`config.mk`:
```
export PLATFORM = sky130hd
export DESIGN_NAME = muldiv_ctrl_flat
export DESIGN_NICKNAME = d
export VERILOG_FILES = /design/src/rtl/muldiv_if.sv /design/src/rtl/muldiv_ctrl.sv /design/src/flat_wrapper.sv
export SDC_FILE = /design/constraint.sdc
export NUM_CORES = 1
export LEC_CHECK = 0
export ABC_AREA = 1
export ABC_CLOCK_PERIOD_IN_PS = 5700
export BUFFER_PORTS_ARGS = -buffer_cell sky130_fd_sc_hd__clkbuf_2
export CAP_MARGIN = 25
export CORE_MARGIN = 4
export CORE_UTILIZATION = 35
export CTS_BUF_LIST = sky130_fd_sc_hd__clkbuf_16
export DETAILED_ROUTE_END_ITERATION = 8
export MAX_ROUTING_LAYER = met4
export PLACE_DENSITY_LB_ADDON = 0.05
export SETUP_SLACK_MARGIN = 0.4
export SYNTH_ARGS = -nofsm -noshare
export SYNTH_HDL_FRONTEND = slang
export SYNTH_SLANG_ARGS = --single-unit
```
`constraint.sdc`:
```
create_clock -name clk -period 5.7 [get_ports clk]
set_input_delay 0.285 -clock clk [delete_from_list [all_inputs] [get_ports clk]]
set_output_delay 0.285 -clock clk [all_outputs]
set_load 0.01 [all_outputs]
```
`src/rtl/muldiv_if.sv`:
```
// Request/result bundle between the EX stage and the HI/LO multiply-divide sequencer.
interface muldiv_if #(
  parameter int WIDTH = 32
);
  logic             start;
  logic [2:0]       op;
  logic [WIDTH-1:0] a;
  logic [WIDTH-1:0] b;
  logic [WIDTH-1:0] hi_in;
  logic [WIDTH-1:0] lo_in;
  logic             cancel;
  logic             stall_o;
  logic             hilo_we;
  logic [WIDTH-1:0] hi_o;
  logic [WIDTH-1:0] lo_o;

  modport master (
    output start, op, a, b, hi_in, lo_in, cancel,
    input  stall_o, hilo_we, hi_o, lo_o
  );

  modport slave (
    input  start, op, a, b, hi_in, lo_in, cancel,
    output stall_o, hilo_we, hi_o, lo_o
  );
endinterface

```
`src/rtl/muldiv_ctrl.sv`:
```
// Iterative shift-add multiplier / restoring divider that owns every HI/LO write.
// Fixed latency: accept, ITER run cycles, then a one-cycle registered write.
module muldiv_ctrl #(
  parameter int WIDTH = 32,
  parameter int ITER  = 32
) (
  input logic     clk,
  input logic     rst,
  muldiv_if.slave bus
);

  localparam int CNT_W = $clog2(ITER);

  typedef enum logic [1:0] {IDLE, RUN, DONE} state_t;

  state_t             state;
  logic [CNT_W-1:0]   cnt;
  logic [2*WIDTH-1:0] acc;
  logic [2*WIDTH-1:0] acc_next;
  logic [WIDTH-1:0]   opnd;
  logic [WIDTH-1:0]   orig_a;
  logic               is_div;
  logic               neg_res;
  logic               neg_rem;
  logic               div0;
  logic               hilo_we;
  logic [WIDTH-1:0]   hi_o;
  logic [WIDTH-1:0]   lo_o;

  logic               accept;
  logic               op_signed;
  logic               op_div;
  logic               op_mt;
  logic [WIDTH-1:0]   a_mag;
  logic [WIDTH-1:0]   b_mag;
  logic [WIDTH:0]     mul_sum;
  logic [WIDTH:0]     trial;
  logic [2*WIDTH-1:0] result;

  function automatic logic [WIDTH-1:0] mag(input logic [WIDTH-1:0] v, input logic sgn);
    return (sgn && v[WIDTH-1]) ? -v : v;
  endfunction

  function automatic logic [WIDTH-1:0] neg_if(input logic [WIDTH-1:0] v, input logic n);
    return n ? -v : v;
  endfunction

  function automatic logic [2*WIDTH-1:0] neg_if_wide(input logic [2*WIDTH-1:0] v, input logic n);
    return n ? -v : v;
  endfunction

  assign op_signed = (bus.op == 3'd1) || (bus.op == 3'd3);
  assign op_div    = (bus.op == 3'd3) || (bus.op == 3'd4);
  assign op_mt     = (bus.op == 3'd5) || (bus.op == 3'd6);
  assign accept    = (state == IDLE) && bus.start && !bus.cancel &&
                     (bus.op >= 3'd1) && (bus.op <= 3'd4);
  assign a_mag     = mag(bus.a, op_signed);
  assign b_mag     = mag(bus.b, op_signed);

  assign bus.stall_o = (state == RUN) || accept;
  assign bus.hilo_we = hilo_we;
  assign bus.hi_o    = hi_o;
  assign bus.lo_o    = lo_o;

  // One iteration: acc holds {partial product | multiplier} or {remainder | dividend/quotient}
  always_comb begin
    mul_sum  = {1'b0, acc[2*WIDTH-1:WIDTH]} + (acc[0] ? {1'b0, opnd} : '0);
    trial    = acc[2*WIDTH-1:WIDTH-1] - {1'b0, opnd};
    acc_next = acc;
    if (!is_div) begin
      acc_next = {mul_sum, acc[WIDTH-1:1]};
    end else if (!trial[WIDTH]) begin
      acc_next = {trial[WIDTH-1:0], acc[WIDTH-2:0], 1'b1};
    end else begin
      acc_next = {acc[2*WIDTH-2:WIDTH-1], acc[WIDTH-2:0], 1'b0};
    end
  end

  // Sign fix on the magnitude result; divide-by-zero bypasses it entirely
  always_comb begin
    result = neg_if_wide(acc_next, neg_res);
    if (is_div) begin
      if (div0) begin
        result = {orig_a, {WIDTH{1'b1}}};
      end else begin
        result = {neg_if(acc_next[2*WIDTH-1:WIDTH], neg_rem),
                  neg_if(acc_next[WIDTH-1:0], neg_res)};
      end
    end
  end

  always_ff @(posedge clk) begin
    if (rst) begin
      state   <= IDLE;
      cnt     <= '0;
      acc     <= '0;
      opnd    <= '0;
      orig_a  <= '0;
      is_div  <= 1'b0;
      neg_res <= 1'b0;
      neg_rem <= 1'b0;
      div0    <= 1'b0;
      hilo_we <= 1'b0;
      hi_o    <= '0;
      lo_o    <= '0;
    end else if (bus.cancel) begin
      state   <= IDLE;
      hilo_we <= 1'b0;
    end else begin
      case (state)
        IDLE: begin
          hilo_we <= 1'b0;
          if (accept) begin
            state   <= RUN;
            cnt     <= '0;
            is_div  <= op_div;
            orig_a  <= bus.a;
            neg_res <= op_signed && (bus.a[WIDTH-1] ^ bus.b[WIDTH-1]);
            neg_rem <= op_signed && bus.a[WIDTH-1];
            div0    <= (bus.b == '0);
            opnd    <= op_div ? b_mag : a_mag;
            acc     <= {{WIDTH{1'b0}}, (op_div ? a_mag : b_mag)};
          end else if (bus.start && op_mt) begin
            hilo_we <= 1'b1;
            hi_o    <= (bus.op == 3'd5) ? bus.a : bus.hi_in;
            lo_o    <= (bus.op == 3'd5) ? bus.lo_in : bus.a;
          end
        end
        RUN: begin
          acc <= acc_next;
          cnt <= cnt + CNT_W'(1);
          if (cnt == CNT_W'(ITER - 1)) begin
            state   <= DONE;
            hilo_we <= 1'b1;
            hi_o    <= result[2*WIDTH-1:WIDTH];
            lo_o    <= result[WIDTH-1:0];
          end
        end
        DONE: begin
          hilo_we <= 1'b0;
          state   <= IDLE;
        end
        default: begin
          state   <= IDLE;
          hilo_we <= 1'b0;
        end
      endcase
    end
  end

endmodule

```
`src/flat_wrapper.sv`:
```
// flat-port wrapper written by rule: the top's interface ports become plain ports
module muldiv_ctrl_flat 
#(
  parameter int WIDTH = 32,
  parameter int ITER  = 32
)
  (clk, rst, bus_start, bus_op, bus_a, bus_b, bus_hi_in, bus_lo_in, bus_cancel, bus_stall_o, bus_hilo_we, bus_hi_o, bus_lo_o);
  muldiv_if #(.WIDTH(WIDTH)) bus_i ();
  input logic clk;
  input logic rst;
  input wire logic [$bits(bus_i.start)-1:0] bus_start;
  input wire logic [$bits(bus_i.op)-1:0] bus_op;
  input wire logic [$bits(bus_i.a)-1:0] bus_a;
  input wire logic [$bits(bus_i.b)-1:0] bus_b;
  input wire logic [$bits(bus_i.hi_in)-1:0] bus_hi_in;
  input wire logic [$bits(bus_i.lo_in)-1:0] bus_lo_in;
  input wire logic [$bits(bus_i.cancel)-1:0] bus_cancel;
  output wire logic [$bits(bus_i.stall_o)-1:0] bus_stall_o;
  output wire logic [$bits(bus_i.hilo_we)-1:0] bus_hilo_we;
  output wire logic [$bits(bus_i.hi_o)-1:0] bus_hi_o;
  output wire logic [$bits(bus_i.lo_o)-1:0] bus_lo_o;
  assign bus_i.start = bus_start;
  assign bus_i.op = bus_op;
  assign bus_i.a = bus_a;
  assign bus_i.b = bus_b;
  assign bus_i.hi_in = bus_hi_in;
  assign bus_i.lo_in = bus_lo_in;
  assign bus_i.cancel = bus_cancel;
  assign bus_stall_o = bus_i.stall_o;
  assign bus_hilo_we = bus_i.hilo_we;
  assign bus_hi_o = bus_i.hi_o;
  assign bus_lo_o = bus_i.lo_o;
  muldiv_ctrl #(.WIDTH(WIDTH), .ITER(ITER)) u_core (.clk(clk), .rst(rst), .bus(bus_i));
endmodule
```
After elaboration in Yosys (flattened, before gate mapping):

Cells that the tools add are included.

* register bits: 204
* latch bits: 0
* RAM bits: 0
* memory bits (read-only): 0
* input port bits: 135
* output and inout port bits: 66
* logic and storage cells: 89
* memories kept: 0

* $add $sub $neg: 8
* $mul: 0
* divide/modulo/power cells: 0
* $lt $le $gt $ge: 2
* equality and inequality tests: 11
* shift operators: 0
* mux-type cells: 33
* bitwise gates (word level): 2
* reductions and logical operators: 21

Operators by type and width (count)
* $mux 32: 15
* $mux 64: 6
* $neg 32->32: 4
* $pmux 32 s2: 2
* $pmux 64 s2: 1
* $neg 64->64: 1
* $add 32x33->33: 1
* $sub 33x32->33: 1
* $logic_not 32->1: 1
* $pmux 5 s2: 1
* $eq 3x3->1 const B: 3
* $logic_and 1x1->1: 8
* $ne 2x2->1 const B: 3
* $reduce_and 3->1: 2
* $add 5x1->5 const B: 1
* $eq 5x5->1 const B: 1
* $mux 5: 1
* $reduce_and 5->1: 1
* $logic_or 1x1->1: 4
* $mux 2: 2
* $pmux 2 s2: 1
* $eq 3x1->1 const B: 1
* $eq 3x2->1 const B: 1
* $ge 3x1->1 const B: 1
* 12 further kinds: 14

Longest topological paths before layout:

* word-level depth: 9
* gate-level depth with buffers: 37
* gate-level depth less buffers: 37

Worst setup path before layout:

OpenSTA, ideal clock, no wires.

* path type: flip-flop to flip-flop
* start: register u_core.acc[31]
* end: register u_core.hi_o[22] (netlist: u_core.bus.hi_o[22])
* setup time: 132 ps
* arrival time: 3860 ps
* required time: 5568 ps
* slack: 1708 ps
* stages on the path, launching flop included: 37
* cells stage by stage: dfxtp_1 > inv_1 > ha_1 > fa_1 > inv_1 > nand2_1 > nand2_1 > nand3_1 > nand2_2 > nand2_2 > nand2_4 > nand2_4 > nand2_4 > nand2_4 > nand3_4 > nand2_2 > inv_1 > ha_1 > nand3_1 > nor2_2 > nand2_2 > nor2_4 > nand4_1 > nor3_2 > nand3_1 > nor2_1 > inv_1 > nand2_1 > o21ai_1 > inv_1 > nand3_1 > nand3_1 > nand2_1 > inv_1 > nand2_1 > nand2_1 > a21oi_1

* word-level cells in the longest chain between the ends: 9
* elaborated cells between the ends (all ways): 11
* classes of those cells: add/sub (3); mux (8)

RTL lines
* from (decl): line muldiv_ctrl.sv:18 `logic [2*WIDTH-1:0] acc;`
* from (signal assigned): line muldiv_ctrl.sv:122 `acc <= {{WIDTH{1'b0}}, (op_div ? a_mag : b_mag)};`
* from (signal assigned): line muldiv_ctrl.sv:130 `acc <= acc_next;`
* $sub 33x32->33: line muldiv_ctrl.sv:68 `trial = acc[2*WIDTH-1:WIDTH-1] - {1'b0, opnd};`
* $mux 64: line muldiv_ctrl.sv:72 `end else if (!trial[WIDTH]) begin`
* $mux 64 *: line muldiv_ctrl.sv:70 `if (!is_div) begin`
* $neg 32->32: line muldiv_ctrl.sv:45 `return n ? -v : v;`
* $mux 32: line muldiv_ctrl.sv:45
* $mux 64: line muldiv_ctrl.sv:83 `if (div0) begin`
* $mux 64 *: line muldiv_ctrl.sv:82 `if (is_div) begin`
* $mux 32 *: line muldiv_ctrl.sv:132 `if (cnt == CNT_W'(ITER - 1)) begin`
* $pmux 32 s2 *: line muldiv_ctrl.sv:110 `case (state)`
* to (signal assigned): line muldiv_ctrl.sv:125 `hi_o <= (bus.op == 3'd5) ? bus.a : bus.hi_in;`
* to (signal assigned): line muldiv_ctrl.sv:135 `hi_o <= result[2*WIDTH-1:WIDTH];`
* to (decl): line muldiv_ctrl.sv:27 `logic [WIDTH-1:0] hi_o;`

Every way passes the cells marked *; elsewhere a longest branch is shown, timed or not. The select of a mux whose other input is x is not followed.
A chain may end at the register's enable or synchronous reset.

Final worst setup path:

* start: register u_core.acc[31]
* end: register u_core.hi_o[18] (netlist: u_core.bus.hi_o[18])

The elaborated chain is that of the path after synthesis.

==> metrics.md <==
| Metric | Value |
|---|---|
| Status | `finished clean` |
| Layout area overhead | `13.3%` |
| Post-synthesis net count | `3886` |
| Post-synthesis register bit count | `204` |
| Final global-route overflow total | `0` |
| Sequential area share after synthesis | `19.8%` |
| Initial antenna violation count | `4` |
| Non-Filler Instances | `4587` |
| Peak VDD IR | `0.000256 V` |
| Top delay family on crit path | `simple AND/OR/NAND/NOR gates` |
| Slew Limit Fails | `0` |
| Worst-path clk slew | `60 ps` |
| Post-route setup TNS | `0 ps` |
| Kind of critical path | `reg2reg` |
| R2R Path End | `u_core.bus.hi_o[18]` |
| Row cnt | `88` |
| Routed WL | `104 mm` |
| Setup-failing EPs final | `0` |
| Worst-Skew Late Latency | `620 ps` |
| Layout Skew | `35.6 ps` |
| Chip Height | `251 µm` |
| Core area | `58000 µm²` |
| Flop-to-flop setup slack | `810 ps` |
| First-pass GRT wire length | `151 mm` |
| CTS Buf Count | `28` |
| Post-synth top cells | `nand2_1 (1173), inv_1 (468), a21oi_1 (318), nor2_1 (304), nand3_1 (273)` |
| Post-synth EDFFs | `0` |
| Layout cells sized above 1 | `11.2%` |
| Reg2reg start | `u_core.acc[31]` |
| Crit-path max FO | `10` |
| Crit path time final | `4890 ps` |
| CP peak stage delay | `420 ps` |
| R2R cell count | `37` |
| RSZ-0062 raised after global routing | `true` |
| Via count | `24800` |
| Final #Nets | `4007` |
| Most common cell in the synthesized netlist | `nand2_1` |
| Yosys warning total | `0` |
| Static leakage | `11.7 nW` |
| WP depth | `37` |
| Pin count of the biggest net entering global routing | `84` |
| ANT nets after route | `0` |
| Post-synthesis average cell area | `5.61 µm²` |
| # diodes | `0` |
| Initial DRC Count | `2348` |
| CP endpoint | `u_core.bus.hi_o[18]` |
| Ports | `201` |
| Data required, critical path | `6210 ps` |
| Rel. slew slack | `25.6%` |
| Yosys top cell area share | `21.3%` |
| Pwr/cell area | `229 nW/µm²` |
| Crit-path slowest cell | `fa_1` |
| Worst setup EP type | `flip-flop` |
| Max Cap Viol | `0` |
| Post-synth ARST share | `0%` |
| Drt first pass iters | `6` |
| Cell taking the most area after synthesis | `nand2_1` |
| Root buffer cell | `clkbuf_16` |
| WL/cell | `22.6 µm` |
| IO buf count | `200` |
| Placed Instances | `4528` |
| CP most frequent cell | `nand2_1` |
| Main synth FF type | `dfxtp_1` |
| Longest Clk Path Bufs | `3` |
| H-tree Lvls | `1` |
| CTS tree | `yes` |
| Final period utilization | `85.8%` |
| Clock Sinks | `204` |
| Final Hold Viols | `0` |
| HPWL Detailed | `82.2 mm` |
| Worst Setup SP | `u_core.acc[31]` |
| Worst setup SP type | `flip-flop` |
| DRC Markers | `0` |
| Synthesized area | `20600 µm²` |
| Yosys cell types | `59` |
| Die area | `62900 µm²` |
| DIE WIDTH | `251 µm` |
| Final GP Congestion | `1.00` |
| Slew of the pin with the lowest slew margin | `1100 ps` |
| Syn Inst Count | `3679` |
| Number of global-route vias before repair | `22700` |
| Via density | `5.42` |
| Worst Path Arrival | `5410 ps` |
| Global Route Usage Sum | `32.3%` |
| Max frequency | `0.204 GHz` |
| Worst Path Buf+Inv | `4` |
| HP Class | `in2reg` |
| Initial Util | `35.6%` |
| Dominant cells by area after synthesis | `nand2_1 (21%), dfxtp_1 (20%), inv_1 (8.5%)` |
[worst min path at each step]
stage	startpoint	end	slack (ps)	cells past startpoint
after detailed placement	u_core.orig_a[31]	u_core.orig_a[31]	460	2
after global routing	bus_lo_in[7]	u_core.bus.lo_o[7]	60	4
final	bus_lo_in[7]	u_core.bus.lo_o[7]	50	4
after CTS	bus_a[20]	u_core.orig_a[20]	9	3
after global placement	u_core.orig_a[22]	u_core.orig_a[22]	450	2
after floorplan	u_core.orig_a[31]	u_core.orig_a[31]	430	2
[sequential cells by signal, indices dropped and copies added (netlist names)]
signal / count
u_core.acc: 64
u_core.bus.lo_o: 32
u_core.state: 2
u_core.div0: 1
u_core.neg_rem: 1
u_core.bus.hi_o: 32
u_core.opnd: 32
u_core.neg_res: 1
u_core.bus.hilo_we: 1
u_core.orig_a: 32
u_core.is_div: 1
u_core.cnt: 5
[cell usage in the layout (no fill, tap or decap), types with 49 or more instances in the layout]
cell type,n
nand2_1,1171
inv_1,471
a21oi_1,317
nor2_1,298
nand3_1,271
o21ai_0,241
dfxtp_1,201
clkbuf_2,199
ha_1,70
xor2_1,69
o211ai_1,51
buf_4,49
[logic make-up (layout without fill, tap and decap cells)]
family	after synthesis	in the layout	share of synthesized area [%]
xor+xnor	87	87	3.69
buf+inv	643	786	12.3
fa+ha+maj	72	72	4.44
flops	204	204	19.8
simple gates	1943	1943	39.9
compound gates	729	729	19.9
mux	1	1	0.0485
[final cells by class]
class                      instances  area (µm²)
multi-input combinational       2832       14100
sequential                       204        4090
tap                              765         957
inverter                         480        1800
fill                            6600       34600
timing repair buffer             254        1460
clock inverter                    24         297
clock buffer                      28         701
[what timing repair did]
| action | in CTS | in global routing |
|---|---|---|
| resized for setup | 0 | 7 |
| hold buffers | 2 | 0 |
| setup buffers | 0 | 2 |
| endpoints found under the setup margin | 0 | 12 |
| endpoints found under the hold margin | 2 | 0 |
[metal layers]
| layer | global-route usage (%) | vias to the layer above | wire length (µm) | share of wire, % |
|---|---|---|---|---|
| li1 | - | 12200 | - | - |
| met1 | 43.3 | 11500 | 45500 | 44 |
| met2 | 49.8 | 979 | 46000 | 44 |
| met3 | 3.29 | 203 | 6670 | 6.4 |
| met4 | 14.0 | 0 | 5710 | 5.5 |
| met5 | - | - | 0 | 0 |
[power breakdown]
part | switching [mW] | internal (mW) | leakage (nW)
registers | 0.0432 | 1.48 | 1.66
clock network | 0.792 | 1.17 | 0.487
logic | 1.35 | 0.525 | 9.58
total | 2.19 | 3.17 | 11.7
[tightest hold or removal path: stages]
cell and delay [ps]:
clkbuf_2 80, nand2_1 50, a221o_1 130, a21oi_1 50
[stage by stage]
stage / power, mW / area [µm²] / setup WS, ps / hold slack [ps] / utilization [%]
after global routing: 5.60 / 23400 / 380 / 59.0 / 40.3
after detailed placement: 3.37 / 22300 / 739 / 456 / 38.4
after CTS: 5.33 / 23300 / 690 / 9.31 / 40.1
after global placement: 3.38 / 22200 / 839 / 445 / 38.3
final: 5.36 / 23400 / 808 / 46.0 / 40.3
after floorplan: 2.75 / 20600 / 1710 / 430 / -
No activity file was read; power rests on OpenSTA's default activity.
